$ cat src/rtl/hazard_detection_unit.sv
// rtl/hazard_detection_unit.sv - load-use/MDU stall and branch flush controller for the RV32 pipeline
module hazard_detection_unit #(
    parameter int MDU_LATENCY = 4
) (
    input  logic        clk,
    input  logic        reset,
    input  logic [4:0]  IF_ID_rs1,
    input  logic [4:0]  IF_ID_rs2,
    input  logic        IF_ID_useRs1,
    input  logic        IF_ID_useRs2,
    input  logic [4:0]  ID_EX_rd,
    input  logic        ID_EX_memRead,
    input  logic        ID_EX_mdu,
    input  logic        branch_taken,
    output logic        PC_write,
    output logic        IF_ID_write,
    output logic        ID_EX_write,
    output logic        IF_ID_flush,
    output logic        ID_EX_flush,
    output logic        EX_MEM_flush,
    output logic        mdu_busy,
    output logic [31:0] stall_cycles,
    output logic [31:0] flush_count
);

    typedef enum logic {
        RUN,
        MDU_WAIT
    } state_t;

    localparam logic [7:0] WAIT_INIT = 8'(MDU_LATENCY - 2);

    state_t     state;
    logic [7:0] cnt;
    logic       load_use;
    logic       mdu_freeze;
    logic       branch_flush;

    assign load_use = ID_EX_memRead && (ID_EX_rd != 5'd0) &&
                      ((IF_ID_useRs1 && (IF_ID_rs1 == ID_EX_rd)) ||
                       (IF_ID_useRs2 && (IF_ID_rs2 == ID_EX_rd)));

    // Hazard classification; reset masks everything so the pipeline free-runs.
    always_comb begin
        mdu_freeze   = 1'b0;
        branch_flush = 1'b0;
        if (!reset) begin
            if (state == RUN) begin
                branch_flush = branch_taken;
                mdu_freeze   = !branch_taken && ID_EX_mdu;
            end else begin
                mdu_freeze   = (cnt != 8'd0);
            end
        end
    end

    always_comb begin
        PC_write     = 1'b1;
        IF_ID_write  = 1'b1;
        ID_EX_write  = 1'b1;
        IF_ID_flush  = 1'b0;
        ID_EX_flush  = 1'b0;
        EX_MEM_flush = 1'b0;
        mdu_busy     = 1'b0;
        if (branch_flush) begin
            IF_ID_flush = 1'b1;
            ID_EX_flush = 1'b1;
        end else if (mdu_freeze) begin
            PC_write     = 1'b0;
            IF_ID_write  = 1'b0;
            ID_EX_write  = 1'b0;
            EX_MEM_flush = 1'b1;
            mdu_busy     = 1'b1;
        end else if (!reset && state == RUN && load_use) begin
            PC_write    = 1'b0;
            IF_ID_write = 1'b0;
            ID_EX_flush = 1'b1;
        end
    end

    always_ff @(posedge clk) begin
        if (reset) begin
            state        <= RUN;
            cnt          <= 8'd0;
            stall_cycles <= 32'd0;
            flush_count  <= 32'd0;
        end else begin
            case (state)
                RUN: begin
                    if (mdu_freeze) begin
                        cnt   <= WAIT_INIT;
                        state <= MDU_WAIT;
                    end
                end
                MDU_WAIT: begin
                    // cnt==0 is the release cycle: the MDU op leaves EX at this edge.
                    if (cnt != 8'd0) begin
                        cnt <= cnt - 8'd1;
                    end else begin
                        state <= RUN;
                    end
                end
                default: state <= RUN;
            endcase
            if (!PC_write) begin
                stall_cycles <= stall_cycles + 32'd1;
            end
            if (branch_flush) begin
                flush_count <= flush_count + 32'd1;
            end
        end
    end

endmodule

$ cat config.mk
export PLATFORM = sky130hd
export DESIGN_NAME = hazard_detection_unit
export DESIGN_NICKNAME = d
export VERILOG_FILES = /design/src/rtl/hazard_detection_unit.sv
export SDC_FILE = /design/constraint.sdc
export NUM_CORES = 1
export LEC_CHECK = 0
export CELL_PAD_IN_SITES_DETAIL_PLACEMENT = 0
export CELL_PAD_IN_SITES_GLOBAL_PLACEMENT = 2
export CORE_UTILIZATION = 28
export DETAILED_ROUTE_END_ITERATION = 7
export PLACE_DENSITY_LB_ADDON = 0.1
export SLEW_MARGIN = 30
export SYNTH_ARGS = -nofsm -noshare
export SYNTH_HDL_FRONTEND = slang
export SYNTH_SLANG_ARGS = --single-unit
$ cat constraint.sdc
create_clock -name clk -period 3.3 [get_ports clk]
set_input_delay 0.66 -clock clk [delete_from_list [all_inputs] [get_ports clk]]
set_output_delay 0.66 -clock clk [all_outputs]
set_load 0.1 [all_outputs]
==> flow_metrics.tcl, run 1 <==
set metrics [dict create \
    status "completed" \
    rsz0062_at_grt "no" \
    clkPwrFrac_pct 44.6 \
    cts_buffer_depth 2 \
    worstSkewPairLatency_ps 340 \
    total_power_mw 2.226 \
    synth_enable_flop_cells 0 \
    core_mm2 0.01221 \
    peakVddDrop_mv 0.2237 \
    synth_most_common_cell "dfxtp_1" \
    totalWireLength_mm 9.498 \
    io_buffers 92 \
    drt-wirelength-per-cell_um 13.91 \
    slowest_delay_ps 460 \
    synth-seq-area-share_pct 41.01 \
    overflow 0 \
    antenna_left 0 \
    synth_area_leader_cell "dfxtp_1" \
    ys_ff_latch 73 \
    p_comb_share_pct 14.1 \
    place_inst 667 \
    dr.pass1.iters 4 \
    synthDistinctLibCells 41 \
    fin_tns_setup_ps 0 \
    fin_crit_sh_pct 93.98 \
    critPathSlowestCell "clkdlybuf4s50_1" \
    clk_pin_slew_ps 50 \
    start_kind "input pin" \
    htreeDepth 3 \
    yosys_warnings 0 \
    hold_path.class "reg2reg" \
    ys_top_cells_by_area "dfxtp_1 (41%), xor2_1 (6.1%), a21oi_1 (4.8%)" \
    syn-mean-instance-area_um2 8.484 \
    required_ps 2640 \
    timing.final.ws_setup_ps 198.8 \
    p_leak_nw 1.790 \
    diodes 0 \
    vias_per_cell 4.827 \
    clock_sinks 73 \
    drt_iter0_markers 168 \
    power_frac_seq_pct 41.2 \
    cts_tree "yes" \
    cts_setup_buffers 0 \
    numCtsBuffers 9 \
    switching_share_pct 27.19 \
    grt_max_degree 63 \
    detailed_place_hpwl_mm 6.520 \
    ff2ff_path_depth 7 \
    dieArea_mm2 0.01318 \
    switching_power_uw 605.2 \
    drc_errors 0 \
    cpLargestDelayFamily "compound AO/OA/AOI/OAI gates" \
    cts_hold_repair.buffers 0 \
    syn_nets 446 \
    pre_cts_slack_ps 192.5 \
    r2r-end "stall_cycles[24]" \
    worst-path-stages 5 \
    r2r_slack_ps 900 \
    synthToLayoutAreaGrowth_pct 36.62 \
    p_per_area_mw_per_mm2 457.3 \
    nets 536 \
    initial_core_util_pct 29.18 \
    skew_ps 9.171 \
    cts_root_buf "clkbuf_16" \
    drive_gt1_share_pct 19.61 \
    setup_violations 0 \
    max_slew_margin_pct 51.01 \
    die_w_um 114.8 \
    hold_violations 0 \
    critPathCaptureType "output port" \
    grt_first_pass_wirelength_mm 15.37 \
    r2r_start "cnt[2]" \
    vias 3297 \
    crit_type "in2out" \
    p_int_mw 1.621 \
    antenna_found_initial 0 \
    grt_usage_pct 15.16 \
    gp_congestion 0.7183 \
    endpoint "IF_ID_write" \
    row_count 40 \
    slew_violations 0 \
    maxCapViolations 0 \
    worstPathMaxFanout 4 \
    crit_start "ID_EX_rd[0]" \
    cp_data_arrival_time_ps 2440 \
    cp.buffers_inverters 2 \
    synthCells 420 \
    synthFlopType "dfxtp_1" \
    top_level_ports 93 \
    min_period_ps 3101 \
    num-fill-cells 1272 \
    netlist_area_mm2 0.003563 \
    yosysTopAreaCellShare_pct 41.01 \
    crit_chain "clkdlybuf4s50_1, or3_1, o311a_1, a31oi_4, buf_12" \
    async_flop_share_pct 0 \
    grt_pass1_vias 2996 \
    worst_pin_slew_ps 734.8 \
    cts.repair.resized 0 \
    max_freq_mhz 322.5 \
    synthTopCellsByCount "dfxtp_1 (73), nor2_1 (43), a21oi_1 (34)" \
    fin_cells 683 \
    fp.dieH_um 114.8 \
]
==> cells in the final DEF (no fill, tap or decap), types with 16 or more instances in the layout <==
cell and count:
nand2_1 25, a21oi_1 34, dfxtp_1 73, buf_4 71
o21ai_0 17, nor2_1 42, xor2_1 25, or3_1 23
nand4_1 17, clkdlybuf4s50_1 20, xnor2_1 16, nand3_1 32
==> metrics by stage <==
step	instance area (µm²)	hold WS, ps	utilization (%)
global placement	4571	471.2	37.43
CTS	4868	493.3	39.87
global route	4868	528.5	39.87
detailed placement	4571	484.4	37.43
finish	4868	485.6	39.87
floorplan	3573	461.2	-
==> power groups by stage <==
| stage | combinational, mW | sequential, mW | clock [mW] |
|---|---|---|---|
| CTS | 0.318 | 0.918 | 1.03 |
| detailed placement | 0.317 | 0.938 | 0 |
| finish | 0.315 | 0.918 | 0.993 |
| floorplan | 0.190 | 0.965 | 0 |
| global placement | 0.318 | 0.938 | 0 |
| global route | 0.339 | 0.922 | 1.06 |
==> metal layers <==
layer	GRT usage [%]	routed length, µm
met3	6.642	622
met1	20.20	4624
met4	4.675	116
met2	21.94	4134
met5	0	0
==> flip-flops by register name, indices dropped and copies added (netlist names) <==
register and flops:
flush_count 32, state 1, stall_cycles 32, cnt 8
==> final cells by class <==
| class | count | area [µm²] | area share [%] |
|---|---|---|---|
| clock buffers | 11 | 242.7 | 4.986 |
| clock inverters | 5 | 55.05 | 1.131 |
| inverters | 13 | 48.80 | 1.002 |
| multi-input cells | 313 | 1952 | 40.09 |
| flip-flops and latches | 73 | 1461 | 30.02 |
| well taps | 168 | 210.2 | 4.318 |
| repair buffers | 100 | 898.4 | 18.45 |
==> how the worst min path moves through the flow <==
stage	startpoint	to	slack, ps	depth (start not counted)
final	flush_count[31]	flush_count[31]	490	2
after floorplan	cnt[0]	cnt[0]	460	2
after detailed placement	flush_count[31]	flush_count[31]	480	2
after global placement	flush_count[31]	flush_count[31]	470	2
after CTS	stall_cycles[31]	stall_cycles[31]	490	2
after global routing	stall_cycles[15]	stall_cycles[15]	530	2
==> logic make-up after synthesis <==
kind of cell,after synthesis,share of synthesized area [%]
and+or+nand+nor,182,27.35
AOI/OAI and AO/OA,85,15.38
DFF,73,41.01
xor gates and xnor gates,41,10.08
buffers and inverters,34,4.494
adders and majority gates,4,1.405
muxes,1,0.2809
==> tightest hold or removal path: stages (launching register included) <==
cell	delay (ps)
dfxtp_1	310
o21ai_0	70
a21oi_1	60
No activity file was read; power rests on OpenSTA's default activity.
==> run 2: changes to the inputs <==
--- a/config.mk
+++ b/config.mk
@@ -7,8 +7,9 @@
 export LEC_CHECK = 0
 export CELL_PAD_IN_SITES_DETAIL_PLACEMENT = 0
 export CELL_PAD_IN_SITES_GLOBAL_PLACEMENT = 2
-export CORE_UTILIZATION = 28
+export CORE_UTILIZATION = 36
 export DETAILED_ROUTE_END_ITERATION = 7
+export DONT_BUFFER_PORTS = 1
 export PLACE_DENSITY_LB_ADDON = 0.1
 export SLEW_MARGIN = 30
 export SYNTH_ARGS = -nofsm -noshare
==> flow_metrics.tcl, run 2 (synthesis gave the netlist of run 1 again) <==
set metrics [dict create \
    status "completed" \
    htreeDepth 3 \
    cp.buffers_inverters 1 \
    cts_setup_buffers 0 \
    p_int_mw 1.536 \
    max_freq_mhz 320.1 \
    required_ps 2640 \
    dr.pass1.iters 6 \
    reg.largest.list "flush_count: 32 flops, stall_cycles: 32 flops, cnt: 8 flops" \
    hold_violations 0 \
    detailed_place_hpwl_mm 6.205 \
    die_w_um 101.5 \
    rsz0062_at_grt "no" \
    slew_violations 0 \
    fin_cells 609 \
    hold_ws_ps 372.1 \
    fin_crit_sh_pct 94.67 \
    worstPathMaxFanout 64 \
    gp_congestion 0.7530 \
    totalWireLength_mm 8.967 \
    hold_path.class "in2reg" \
    initial_core_util_pct 37.85 \
    skew_ps 12.01 \
    p_leak_nw 1.598 \
    vias_per_cell 5.305 \
    top_level_ports 93 \
    switching_share_pct 25.93 \
    overflow 0 \
    grt_first_pass_wirelength_mm 14.94 \
    clk_pin_slew_ps 80 \
    hold_end "stall_cycles[31]" \
    r2r_slack_ps 780 \
    min_delay_path_depth 1 \
    grt_max_degree 65 \
    nets 501 \
    min_period_ps 3124 \
    p_comb_share_pct 11.9 \
    vias 3231 \
    grt_usage_pct 18.24 \
    drive_gt1_share_pct 18.75 \
    crit_chain "or4_4, o41ai_4, a21oi_4, a31oi_4, buf_12" \
    cts_buffer_depth 2 \
    ff2ff_path_depth 7 \
    clock_sinks 73 \
    final_cell_mix "dfxtp_1 (70), buf_4 (63), nor2_1 (42)" \
    p_per_area_mw_per_mm2 470.8 \
    layout_commonest_cell "dfxtp_1" \
    antenna_left 0 \
    r2r-end "stall_cycles[5]" \
    numCtsBuffers 9 \
    cts_root_buf "clkbuf_8" \
    worstSkewPairLatency_ps 340 \
    drt_iter0_markers 99 \
    synthToLayoutAreaGrowth_pct 23.56 \
    cp_data_arrival_time_ps 2460 \
    power_frac_seq_pct 44.1 \
    hp-start "reset" \
    slowest_delay_ps 570 \
    setup_violations 0 \
    row_count 35 \
    cpLargestDelayFamily "compound AO/OA/AOI/OAI gates" \
    critPathCaptureType "output port" \
    worst_pin_slew_ps 978.7 \
    grt_pass1_vias 3155 \
    max_slew_margin_pct 34.67 \
    crit_type "reg2out" \
    diodes 0 \
    r2r_start "cnt[2]" \
    peakVddDrop_mv 0.2217 \
    core_mm2 0.009415 \
    fin_tns_setup_ps 0 \
    cts_tree "yes" \
    fp.dieH_um 101.5 \
    switching_power_uw 537.4 \
    dieArea_mm2 0.01030 \
    antenna_found_initial 0 \
    place_inst 593 \
    clkPwrFrac_pct 44.0 \
    drc_errors 0 \
    start_kind "flip-flop" \
    maxCapViolations 0 \
    drt-wirelength-per-cell_um 14.72 \
    cts.repair.resized 0 \
    critPathSlowestCell "or4_4" \
    io_buffers 0 \
    cts_hold_repair.buffers 0 \
]
[run 2: power by group through the flow]
stage / Combinational (mW) / Clock (mW) / Sequential, mW
6_report: 0.247 / 0.912 / 0.914
5_1_grt: 0.267 / 0.977 / 0.918
4_1_cts: 0.248 / 0.941 / 0.915
3_5_place_dp: 0.247 / 0 / 0.935
3_3_place_gp: 0.245 / 0 / 0.934
2_1_floorplan: 0.190 / 0 / 0.965
[run 2: worst max path at each step]
stage,start,to,slack (ps),cells after the start
after floorplan,reset,flush_count[17],30,11
after CTS,cnt[2],IF_ID_write,160,5
after global placement,cnt[2],IF_ID_write,600,5
after detailed placement,cnt[2],IF_ID_write,550,5
after global routing,cnt[2],IF_ID_write,50,5
final,cnt[2],IF_ID_write,180,5
[run 2: layout make-up]
cell class	instances	area (µm²)
Clock inverter	4	97.59
Timing Repair Buffer	65	513.0
Multi-Input combinational cell	313	1952
Tap cell	129	161.4
Clock buffer	12	165.2
Inverter	13	48.80
Sequential cell	73	1465
Fill cell	930	5012
[run 2: layer usage]
metal | share of wire (%) | global-route usage (%) | vias to the layer above
met4 | 0.35 | 4.125 | 0
li1 | - | - | 1631
met5 | 0 | 0 | -
met2 | 45 | 28.36 | 92
met3 | 6.9 | 6.556 | 2
met1 | 48 | 24.18 | 1506
[run 2: worst reg2reg max path, delay by kind of cell (launching register included)]
family | cells | cell delay, ps
buffers and inverters | 1 | 400
AOI/OAI and AO/OA | 5 | 1100
and+or+nand+nor | 1 | 570
DFF | 1 | 350
[run 2: stage by stage]
| step | utilization (%) | power (mW) | instance area (µm²) | setup WS (ps) |
|---|---|---|---|---|
| after global placement | 43.93 | 1.179 | 4136 | 604.6 |
| after CTS | 46.75 | 2.103 | 4402 | 156.5 |
| after detailed placement | 43.96 | 1.183 | 4139 | 546.1 |
| after global routing | 46.76 | 2.162 | 4403 | 48.21 |
| final | 46.76 | 2.073 | 4403 | 175.8 |
| after floorplan | - | 1.155 | 3573 | 25.37 |
